--- config.mk ---
export PLATFORM = sky130hd
export DESIGN_NAME = regfile_wr_arbiter
export DESIGN_NICKNAME = d
export VERILOG_FILES = /design/src/rtl/regfile_wr_arbiter_pkg.sv /design/src/rtl/regfile_wr_arbiter_rr_arb2.sv /design/src/rtl/regfile_wr_arbiter.sv
export SDC_FILE = /design/constraint.sdc
export NUM_CORES = 1
export LEC_CHECK = 0
export BUFFER_PORTS_ARGS = -buffer_cell sky130_fd_sc_hd__buf_4
export CORE_UTILIZATION = 30
export DETAILED_ROUTE_END_ITERATION = 7
export REMOVE_ABC_BUFFERS = 1
export SYNTH_ARGS = -nofsm -noshare
export SYNTH_HDL_FRONTEND = slang
export SYNTH_SLANG_ARGS = --single-unit
--- constraint.sdc ---
create_clock -name clk -period 3.8 [get_ports clk]
set_input_delay 0.57 -clock clk [delete_from_list [all_inputs] [get_ports clk]]
set_output_delay 0.57 -clock clk [all_outputs]
set_load 0.005 [all_outputs]
--- src/rtl/regfile_wr_arbiter_pkg.sv ---
// rtl/regfile_wr_arbiter_pkg.sv - shared widths and state encoding for the register file write path
package regfile_wr_arbiter_pkg;

  localparam int RF_DATA_W   = 16;
  localparam int RF_ADDR_W   = 3;
  localparam int RF_NUM_REGS = 2 ** RF_ADDR_W;

  // CLEAR zero-fills the register file, ARB arbitrates the two writeback ports
  typedef enum logic {
    ST_CLEAR = 1'b0,
    ST_ARB   = 1'b1
  } state_e;

  // Round-robin priority pointer: which requester wins a tie
  typedef enum logic {
    PTR_A = 1'b0,
    PTR_B = 1'b1
  } ptr_e;

endpackage

--- src/rtl/regfile_wr_arbiter_rr_arb2.sv ---
// rtl/regfile_wr_arbiter_rr_arb2.sv - two-requester round-robin grant, one-hot output
module rr_arb2
  import regfile_wr_arbiter_pkg::*;
(
  input  logic [1:0] req_i,
  input  logic       ptr_i,
  output logic [1:0] grant_o
);

  // A lone request always wins; a tie goes to the requester the pointer names
  always_comb begin
    grant_o = 2'b00;
    if (req_i == 2'b11) begin
      grant_o = (ptr_i == PTR_B) ? 2'b10 : 2'b01;
    end else begin
      grant_o = req_i;
    end
  end

endmodule

--- src/rtl/regfile_wr_arbiter.sv ---
// rtl/regfile_wr_arbiter.sv - zero-fill sequencer and round-robin writeback arbiter for the register file
module regfile_wr_arbiter
  import regfile_wr_arbiter_pkg::*;
#(
  parameter int DATA_W = RF_DATA_W,
  parameter int ADDR_W = RF_ADDR_W
) (
  input  logic              clk,
  input  logic              rst,
  input  logic              a_valid,
  input  logic [ADDR_W-1:0] a_dest,
  input  logic [DATA_W-1:0] a_data,
  output logic              a_ready,
  input  logic              b_valid,
  input  logic [ADDR_W-1:0] b_dest,
  input  logic [DATA_W-1:0] b_data,
  output logic              b_ready,
  input  logic              clear_req,
  output logic              busy,
  output logic              reg_write_en,
  output logic [ADDR_W-1:0] reg_write_dest,
  output logic [DATA_W-1:0] reg_write_data
);

  localparam int                NUM_REGS = 2 ** ADDR_W;
  localparam logic [ADDR_W-1:0] CLR_LAST = ADDR_W'(NUM_REGS - 1);

  state_e            state_q, state_d;
  ptr_e              ptr_q, ptr_d;
  logic [ADDR_W-1:0] clr_cnt_q, clr_cnt_d;
  logic              we_q, we_d;
  logic [ADDR_W-1:0] dest_q, dest_d;
  logic [DATA_W-1:0] data_q, data_d;

  logic              arb_en;
  logic [1:0]        req;
  logic [1:0]        grant;

  // Requests only reach the arbiter in ARB and when no clear is being requested
  always_comb begin
    arb_en = (state_q == ST_ARB) && !clear_req;
    req    = {b_valid, a_valid} & {2{arb_en}};
  end

  rr_arb2 u_rr_arb2 (
    .req_i   (req),
    .ptr_i   (ptr_q),
    .grant_o (grant)
  );

  assign a_ready        = grant[0];
  assign b_ready        = grant[1];
  assign busy           = (state_q == ST_CLEAR);
  assign reg_write_en   = we_q;
  assign reg_write_dest = dest_q;
  assign reg_write_data = data_q;

  // Next state: walk the clear counter, or register the granted write and flip priority
  always_comb begin
    state_d   = state_q;
    ptr_d     = ptr_q;
    clr_cnt_d = clr_cnt_q;
    we_d      = 1'b0;
    dest_d    = dest_q;
    data_d    = data_q;
    case (state_q)
      ST_CLEAR: begin
        we_d      = 1'b1;
        dest_d    = clr_cnt_q;
        data_d    = '0;
        clr_cnt_d = clr_cnt_q + ADDR_W'(1);
        if (clr_cnt_q == CLR_LAST) begin
          state_d = ST_ARB;
        end
      end
      ST_ARB: begin
        if (clear_req) begin
          state_d   = ST_CLEAR;
          clr_cnt_d = '0;
        end else if (grant[0]) begin
          we_d   = 1'b1;
          dest_d = a_dest;
          data_d = a_data;
          ptr_d  = PTR_B;
        end else if (grant[1]) begin
          we_d   = 1'b1;
          dest_d = b_dest;
          data_d = b_data;
          ptr_d  = PTR_A;
        end
      end
      default: begin
        state_d   = ST_CLEAR;
        clr_cnt_d = '0;
      end
    endcase
  end

  // State and registered write-port drive; reset restarts the full zero-fill
  always_ff @(posedge clk or posedge rst) begin
    if (rst) begin
      state_q   <= ST_CLEAR;
      ptr_q     <= PTR_A;
      clr_cnt_q <= '0;
      we_q      <= 1'b0;
      dest_q    <= '0;
      data_q    <= '0;
    end else begin
      state_q   <= state_d;
      ptr_q     <= ptr_d;
      clr_cnt_q <= clr_cnt_d;
      we_q      <= we_d;
      dest_q    <= dest_d;
      data_q    <= data_d;
    end
  end

endmodule

======== Word-level counts from Yosys, hierarchy flattened ========
Index checks and enable logic that the tools add are counted.
Widths: inputs -> output; s select.
cells by class
  eq/ne operators ......................... 5
  reduce and logical (&&, ||, !) cells .... 5
  bitwise logic cells ..................... 3
  multiplexer cells ....................... 21
  $add $sub $neg .......................... 1
operators with widths
  operator             number
  $mux 16              3
  $pmux 16 s2          1
  $mux 3               4
  $pmux 3 s2           2
  $mux 1               7
  $mux 2               2
  $ne 2x2->1 const B   2
  $pmux 1 s2           2
  $add 3x1->3 const B  1
  $eq 3x3->1 const B   1
  $ne 3x1->1 const B   1
  $reduce_and 3->1     1
  $and 2x2->2          1
  $eq 2x2->1 const B   1
  $not 1->1            2
  $reduce_and 2->1     1
  $reduce_bool 2->1    1
  $logic_and 1x1->1    1
  $logic_not 1->1      1
word-level totals
  register bits ........................... 25
  output and inout port bits .............. 23
  logic and storage cells ................. 41
  bits of input ports ..................... 43

======== Depth between registers and ports, before layout ========
Gate-level depths: netlist of the first run.
  depth after elaboration ................. 9
  depth in mapped cells ................... 5
  mapped depth without buffers ............ 3

======== Cells and area by module ========
A second synthesis of the first run with hierarchy kept.
unflattened totals
  cell total of the unflattened synthesis .. 99
  area, all modules ....................... 1216.2 um^2
by module, submodules not included
  module              area each (um^2)  times used  seq. area each (um^2)  cells an instance
  regfile_wr_arbiter  1197.4            1           625.6                  96
  rr_arb2             18.8              1           0.0                    3

======== Worst setup path after synthesis of the first run ========
Ideal clock, no wire load.
  path type ............................... input to output
  from .................................... input b_valid
  to ...................................... output b_ready
  data required time ...................... 3.230 ns
  arrival time ............................ 1.303 ns
  stages on the path ...................... 4
  slack ................................... 1.927 ns
  path buffers ............................ 2
  path through ............................ clkbuf_2 -> o21ai_2 -> buf_4 -> nor2_1
between the ends
  longest elaborated chain between the ends .. 3
RTL lines
  what             RTL line                          RTL
  from (decl)      regfile_wr_arbiter.sv:14          input logic b_valid,
  $and 2x2->2 (*)  regfile_wr_arbiter.sv:42          req = {b_valid, a_valid} & {2{arb_en}};
  $eq 2x2->1       regfile_wr_arbiter_rr_arb2.sv:13  if (req_i == 2'b11) begin
  $mux 2 (*)       regfile_wr_arbiter_rr_arb2.sv:13
  to (decl)        regfile_wr_arbiter.sv:17          output logic b_ready,
Every way passes the cells marked *; elsewhere a longest branch is shown, timed or not.

======== Worst setup path after layout of the first run ========
  from .................................... input a_valid
  to ...................................... output b_ready
between the ends
  longest elaborated chain between the ends .. 3
RTL lines
  what         RTL line                          RTL
  from (decl)  regfile_wr_arbiter.sv:10          input logic a_valid,
  $and 2x2->2  regfile_wr_arbiter.sv:42
  $eq 2x2->1   regfile_wr_arbiter_rr_arb2.sv:13
  $mux 2       regfile_wr_arbiter_rr_arb2.sv:13
Every way passes these cells.

==> impl_metrics.ini, run 1 <==
[synth]
ys_ff_latch = 25
synth_edf_count = 0
seq_area_frac_synth = 0.447
yosysMostFrequentCell = nand2_1
yosysTopAreaCellShare = 0.447
postSynth.asyncResetShare = 1.00
synth_top_flop_cell = dfrtp_1
avgSynthCellArea_um2 = 10.2
synth_area_leaders = dfrtp_1 45%, nand2_1 9.4%, a22oi_2 8.1%
synth_top_area_cell = dfrtp_1
yosysWarnings = 0
synth_common_cells = 35 x nand2_1, 25 x dfrtp_1, 12 x a211oi_1, 9 x a22oi_1, 9 x a22oi_2
netlist_area_mm2 = 0.00140
syn_inst = 137
ys_types = 29

[critical_path]
r2r_end = reg_write_data[9]
critPathKind = input port to output pin
arrival_ns = 1.75
startpoint_type = input port
r2r_cells = 5
r2r_slack_ns = 2.26
cp-end-kind = output pin
timing.rr.start = state_q
worstPathMaxFanout = 19
cp.required_ns = 3.23

[clock_tree]
post-cts-setup-buffer-count = 0
clockRootBuffer = clkbuf_8
cts_buffer_depth = 2
cts_tree = built
post_cts_resized = 0
clkSlewWorstSetupHoldPaths_ns = 0.09
ctsHoldBuffers = 0
clock_sinks = 25
h-tree-depth = 1
clk_latency_ns = 0.27
numCtsBuffers = 3

[die]
die_x_um = 70.3
core_area_mm2 = 0.00441
rows = 24
initial_utilization = 0.317
die_area_mm2 = 0.00494
die_y_um = 70.3
ios = 66

[pwr]
vdd_drop_max_mv = 0.259
total_power_mw = 1.10
seq_power_share = 0.386
switching_share = 0.364
p_sw_mw = 0.398
p_leak_nw = 0.939
p_clk_frac = 0.148
p_int_mw = 0.697
power.density_mw_per_mm2 = 565
combPwrFrac = 0.466

[routing]
wl_um = 3760
wl_per_cell_um = 15.2
detail-route-antenna-nets = 0
viasPerCell = 5.16
drcViolationCount = 0
num_vias = 1280
drt_iter0_drc = 100
dr.pass1.iters = 4

[grt]
gr-usage-all-layers = 0.161
grt_max_degree = 26
first_global_vias = 1264
antenna_found_initial = 0
grt_pass1_wl_um = 6350
overflow = 0

[layout]
diodes = 0
drive_gt1_frac = 0.469
syn_to_final_growth_pct = 38.7
nets = 242
fin_util = 0.440
final_cells = 248

[sta]
min_period_ns = 2.32
finalSetupViolations = 0
fmax_ghz = 0.430
hold_viol = 0
tightestPinTransition_ns = 0.982
grt_setup_unrepaired = false
fin_tns_setup_ns = 0
clock-skew-final_ns = 0.00269
slew_viol_final = 0
maxSlewHeadroom = 0.345
finalCritPeriodShare = 0.611

[min_path]
holdCritPathClass = input port to flip-flop
holdPathEnd = clr_cnt_q[1]
min_delay_path_depth = 2
hp-start = clear_req

[placed_design]
io_buffer_count = 65
dp_cells = 244
dpl.hpwl_um = 2610
place_congestion = 0.782

[flow_run]
drv_cap = 0

[run_status]
outcome = finished clean
-- through the flow --
stage                     hold WS (ns)  area (um2)  setup WS, ns
after CTS                        0.487        1940          1.43
final                            0.491        1940          1.48
after floorplan                  0.479        1320          1.82
after global placement           0.519        1890          1.41
after global routing             0.485        1940          1.36
after detailed placement         0.508        1890          1.43
-- registers in the layout, indices dropped and copies added (netlist names) --
register and cells:
clr_cnt_q 3, reg_write_data 16, state_q 1, reg_write_en 1, ptr_q 1, reg_write_dest 3
-- power by group through the flow --
stage	clock, mW	sequential (mW)	combinational (mW)
floorplan	0	0.446	0.255
global placement	0	0.428	0.509
detailed placement	0	0.429	0.514
CTS	0.167	0.423	0.518
global route	0.179	0.435	0.562
finish	0.162	0.423	0.511
-- cell type report --
class	count	area (um2)
multi-input combinational	96	686
inverter	4	15.0
fill	457	2470
tap	52	65.1
sequential	25	626
clock inverter	1	5.00
timing repair buffer	67	503
clock buffer	3	41.3
-- placed cells by master (no fill, tap or decap) --
master	n
a211oi_1	12
a211oi_2	7
a21bo_2	1
a21boi_4	1
a21o_1	2
a21oi_1	2
a22o_1	2
a22oi_1	9
a22oi_2	9
a31oi_1	1
and2b_4	1
buf_4	67
clkbuf_8	3
clkinv_2	1
dfrtp_1	25
ha_1	2
inv_1	4
mux2i_1	2
nand2_1	35
nand2b_1	1
nor2_1	3
nor2_2	1
o211a_1	1
o21ai_0	1
o21ai_2	1
o2bb2ai_1	1
or2b_1	1
-- routing by layer --
layer / track usage / part of all wire / up-vias
li1: - / - / 616
met1: 0.227 / 0.47 / 605
met2: 0.248 / 0.44 / 54
met3: 0.0289 / 0.074 / 5
met4: 0.0533 / 0.014 / 0
met5: 0 / 0 / -
-- worst max path at each step --
stage | from | end
detailed placement | a_valid | b_ready
global placement | a_valid | b_ready
floorplan | state_q | a_ready
CTS | a_valid | b_ready
global route | a_valid | b_ready
finish | a_valid | b_ready
-- worst max-delay path, stage by stage --
cell and delay, ns:
buf_4 0.14, o21ai_2 0.76, nor2_1 0.11, buf_4 0.17
-- cells by family after synthesis --
group / synth area share
AOI/OAI and AO/OA: 0.335
adders and majority gates: 0.0179
buffers and inverters: 0.0644
DFF: 0.447
muxes: 0.0143
and+or+nand+nor: 0.122
(Power assumes the default switching activity.)
==> run 2, diff against run 1 <==
ABC_AREA = 1   (was default)
clock period = 2.2 ns   (was 3.8 ns; I/O delays follow)
==> run 2 against run 1 <==
- die area decreased by 4.3%
- register-to-register slack worse by 1.5 ns
- cell count up 18%
- wire length fell by 17%
- combinational power rose by 36%
- clock skew hardly changed
- non-clock buffer count shrank 1
- sequential cell count is the same
- clock power grew 69%
- first-iteration DRC count down 45%
- synthesized cell count up 29%
- global-route usage decreased by 2.7 points
- largest cell class is now registers
- highest routed layer unchanged
==> impl_metrics.ini, run 2 <==
[run_status]
outcome = finished clean

[clock_tree]
cts_tree = built
ctsHoldBuffers = 0
numCtsBuffers = 3
clk_latency_ns = 0.26
clkSlewWorstSetupHoldPaths_ns = 0.09
post_cts_resized = 0
cts_buffer_depth = 2
clockRootBuffer = clkbuf_8
clock_sinks = 25
h-tree-depth = 1
post-cts-setup-buffer-count = 0

[critical_path]
arrival_ns = 1.27
critPathKind = flip-flop to output pin
r2r_cells = 6
cp.required_ns = 1.87
worstPathMaxFanout = 5
r2r_end = reg_write_data[8]
r2r_slack_ns = 0.71
timing.rr.start = state_q
cp-end-kind = output pin
startpoint_type = flip-flop

[die]
die_area_mm2 = 0.00473
die_x_um = 68.8
rows = 23
core_area_mm2 = 0.00414
initial_utilization = 0.323
die_y_um = 68.8
ios = 66

[placed_design]
dp_slack_ns = 0.704
place_congestion = 0.832
dpl.hpwl_um = 2240
io_buffer_count = 65

[layout]
nets = 288
diodes = 0
largest_reg_flops = 16
syn_to_final_growth_pct = 41.7
final_cell_mix = 66 x nand2_1, 66 x buf_4, 27 x inv_1
nFillCells = 451
drive_gt1_frac = 0.318

[sta]
timing.hold.ws_ns = 0.108
finalSetupViolations = 0
grt_setup_unrepaired = false
hold_viol = 0
maxSlewHeadroom = 0.629
min_period_ns = 1.60
clock-skew-final_ns = 0.00264
fmax_ghz = 0.623
tightestPinTransition_ns = 0.555
fin_tns_setup_ns = 0
slew_viol_final = 0
worst_slack_ns = 0.595
finalCritPeriodShare = 0.729

[routing]
num_vias = 1295
drt_iter0_drc = 55
detail-route-antenna-nets = 0
dr.pass1.iters = 4
wl_per_cell_um = 10.7
drcViolationCount = 0
viasPerCell = 4.43
wl_um = 3130

[synth]
yosysMostFrequentCell = nand2_1
synth_common_cells = 66 x nand2_1, 27 x inv_1, 25 x dfrtp_1, 17 x nor2_1, 10 x o21ai_1
avgSynthCellArea_um2 = 7.56
seq_area_frac_synth = 0.468
postSynth.asyncResetShare = 1.00
yosysTopAreaCellShare = 0.468
ys_types = 20
synth_area_leaders = dfrtp_1 47%, nand2_1 19%, inv_1 7.6%
netlist_area_mm2 = 0.00134
yosysWarnings = 0
ys_ff_latch = 25
synth_top_flop_cell = dfrtp_1
synth_edf_count = 0
synth_top_area_cell = dfrtp_1
syn_inst = 177

[pwr]
p_leak_nw = 1.10
vdd_drop_max_mv = 0.280
power.density_mw_per_mm2 = 871

[min_path]
holdCritPathClass = input port to async pin

[flow_run]
drv_cap = 0

[grt]
first_global_vias = 1019
overflow = 0
grt_max_degree = 37
grt_pass1_wl_um = 4660
gr-usage-all-layers = 0.134
antenna_found_initial = 0
## run 2: cell count changes after synthesis, sizes merged, moves of 3 or more
cell / previous run / this run
nand2: 35 / 67
inv: 4 / 29
a211oi: 19 / 1
a22oi: 18 / 0
o21ai: 2 / 20
nor2: 4 / 18
nand3: 0 / 7
clkbuf: 4 / 0
buf: 8 / 5
## run 2: metrics by stage
step	utilization	power (mW)	instance area, um2	cells
2_1_floorplan	-	1.07	1290	172
3_3_place_gp	0.446	1.40	1850	288
3_5_place_dp	0.446	1.40	1850	288
4_1_cts	0.457	1.67	1900	292
5_1_grt	0.457	1.80	1900	292
6_report	0.457	1.65	1900	292
## run 2: worst max path at each step
| stage | from | to | slack (ns) | cells after the start |
|---|---|---|---|---|
| floorplan | state_q | reg_write_dest[0] | 0.93 | 7 |
| global placement | clear_req | reg_write_data[12] | 0.71 | 6 |
| detailed placement | clear_req | reg_write_data[10] | 0.70 | 6 |
| CTS | state_q | a_ready | 0.59 | 3 |
| global route | state_q | a_ready | 0.52 | 3 |
| finish | state_q | a_ready | 0.60 | 3 |
## run 2: area by class of cell
type | instances | area (um2) | share of cell area
clock buffers | 3 | 41.3 | 0.0218
repair buffers | 66 | 495 | 0.261
flip-flops and latches | 25 | 626 | 0.330
inverters | 29 | 109 | 0.0574
clock inverters | 1 | 5.00 | 0.00264
well taps | 50 | 62.6 | 0.0330
multi-input cells | 118 | 557 | 0.294
## run 2: kinds of logic after synthesis
| kind of cell | Yosys count | share of synthesized area |
|---|---|---|
| buf+inv | 34 | 0.116 |
| simple gates | 93 | 0.293 |
| flops | 25 | 0.468 |
| fa+ha+maj | 2 | 0.0187 |
| compound gates | 23 | 0.105 |
## run 2: routing by layer
| layer | wire [um] | GRT usage | vias up |
|---|---|---|---|
| li1 | - | - | 668 |
| met1 | 1410 | 0.181 | 574 |
| met2 | 1410 | 0.210 | 51 |
| met3 | 280 | 0.0296 | 2 |
| met4 | 27 | 0.0459 | 0 |
| met5 | 0 | 0 | - |
## run 2: critical path, stage by stage, from the launching register on
cell and delay (ns):
dfrtp_1 0.43, nand3_1 0.17, nor2_1 0.25, buf_4 0.16
## run 2: power by group
group	total (mW)	internal (mW)	switching [mW]
Clock	0.274	0.127	0.148
Sequential	0.680	0.597	0.0829
Combinational	0.697	0.325	0.372
Total	1.65	1.05	0.603
==> run 3, diff against run 2 <==
ABC_AREA = 0   (was 1)
clock period = 1.5 ns   (was 2.2 ns; I/O delays follow)
==> run 3 against run 2 <==
- sequential share of layout area fell by 3.5 points
- sequential cell count did not move
- register-to-register slack worse by 0.54 ns
- wire length grew 30%
- highest routed layer unchanged
==> impl_metrics.ini, run 3 (synthesis results as in run 1) <==
[run_status]
outcome = finished clean

[layout]
design_area_mm2 = 0.00213
nFillCells = 429
mostFrequentLayoutCell = buf_4
largest_reg_flops = 16
final_cells = 269
syn_to_final_growth_pct = 52.0
nets = 263
diodes = 0
final_cell_mix = 86 x buf_4, 35 x nand2_1, 24 x dfrtp_1
drive_gt1_frac = 0.525

[pwr]
power.density_mw_per_mm2 = 1420
p_leak_nw = 1.04
vdd_drop_max_mv = 0.464
switching_share = 0.350
p_int_mw = 1.96
p_clk_frac = 0.133
p_sw_mw = 1.06
combPwrFrac = 0.509
seq_power_share = 0.358

[placed_design]
dp_cells = 255
place_congestion = 0.754
io_buffer_count = 65
dpl_cell_area_mm2 = 0.00198
dpl.hpwl_um = 2990

[die]
ios = 66
die_y_um = 70.3
core_area_mm2 = 0.00441
initial_utilization = 0.317
die_area_mm2 = 0.00494
rows = 24
die_x_um = 70.3

[sta]
finalSetupViolations = 0
min_period_ns = 1.46
grt_setup_unrepaired = true
finalCritPeriodShare = 0.972
clock-skew-final_ns = 0.00173
slew_viol_final = 0
timing.hold.ws_ns = 0.0119
maxSlewHeadroom = 0.775
tightestPinTransition_ns = 0.338
hold_viol = 0
fmax_ghz = 0.686

[clock_tree]
clock_sinks = 25
cts_tree = built
h-tree-depth = 1
cts_buffer_depth = 2
numCtsBuffers = 3
clk_latency_ns = 0.26
clockRootBuffer = clkbuf_8
clkSlewWorstSetupHoldPaths_ns = 0.09

[critical_path]
worstPathMaxFanout = 11
cp-startpoint = ptr_q
arrival_ns = 1.23
cp.required_ns = 1.27
timing.rr.start = state_q
cp-end-kind = output pin
critPathKind = flip-flop to output pin
startpoint_type = flip-flop

[routing]
wl_um = 4070
drt_iter0_drc = 65
viasPerCell = 4.90
detail-route-antenna-nets = 0
num_vias = 1317
wl_per_cell_um = 15.1
dr.pass1.iters = 4
drcViolationCount = 0

[flow_run]
drv_cap = 0

[min_path]
holdCritPathClass = input port to async pin

[grt]
grt_pass1_wl_um = 6610
grt_max_degree = 26
gr-usage-all-layers = 0.169
first_global_vias = 1347
antenna_found_initial = 0
overflow = 0
-- run 3: what timing repair did --
item                                    in CTS  in global routing
endpoints found under the setup margin       2                  2
setup buffers                                0                 10
gates resized for setup                      4                  3
pin swaps                                    1                  0
hold buffers                                 0                  0
endpoints found under the hold margin        0                  0
-- run 3: cell type report --
class                      instances  area, um2  area share
tap                               52       65.1      0.0306
timing repair buffer              88        672       0.316
sequential                        25        627       0.295
clock buffer                       4       45.0      0.0212
inverter                           4       15.0     0.00706
multi-input combinational         96        702       0.330
-- run 3: power groups by stage --
| stage | clock, mW | combinational, mW | sequential [mW] |
|---|---|---|---|
| global route | 0.445 | 1.68 | 1.11 |
| detailed placement | 0 | 1.37 | 1.10 |
| finish | 0.402 | 1.54 | 1.08 |
| global placement | 0 | 1.37 | 1.09 |
| floorplan | 0 | 0.645 | 1.13 |
| CTS | 0.425 | 1.39 | 1.09 |
-- run 3: layer usage --
metal | part of all wire | up-vias | GRT usage
met5 | 0 | - | 0
met4 | 0.0066 | 0 | 0.0533
met3 | 0.058 | 2 | 0.0303
met2 | 0.46 | 43 | 0.261
met1 | 0.47 | 615 | 0.237
li1 | - | 657 | -
-- run 3: worst paths after layout --
check / to / cells after the start / slack, ns
setup / recovery: a_ready / 3 / 0.04
hold / removal: reg_write_dest[2] / 3 / 0.01
setup reg to reg: reg_write_dest[1] / 5 / 0.17
hold reg to reg: clr_cnt_q[0] / 1 / 0.53
max in group asynchronous: ptr_q / 3 / 1.22
min in group clk: clr_cnt_q[1] / 2 / 0.16
-- run 3: stage by stage --
step / util / power (mW) / TNS (ns) / setup slack [ns]
global route: 0.482 / 3.23 / -0.0160 / -0.00893
global placement: 0.448 / 2.45 / 0 / 0.276
floorplan: - / 1.78 / -4.70 / -0.269
finish: 0.482 / 3.02 / 0 / 0.0413
detailed placement: 0.448 / 2.47 / 0 / 0.238
CTS: 0.462 / 2.91 / 0 / 0.0220
-- run 3: critical path: stages, from the launching register on --
cell and delay, ns:
dfrtp_2 0.45, a21bo_4 0.28, nor2_1 0.11, buf_4 0.12
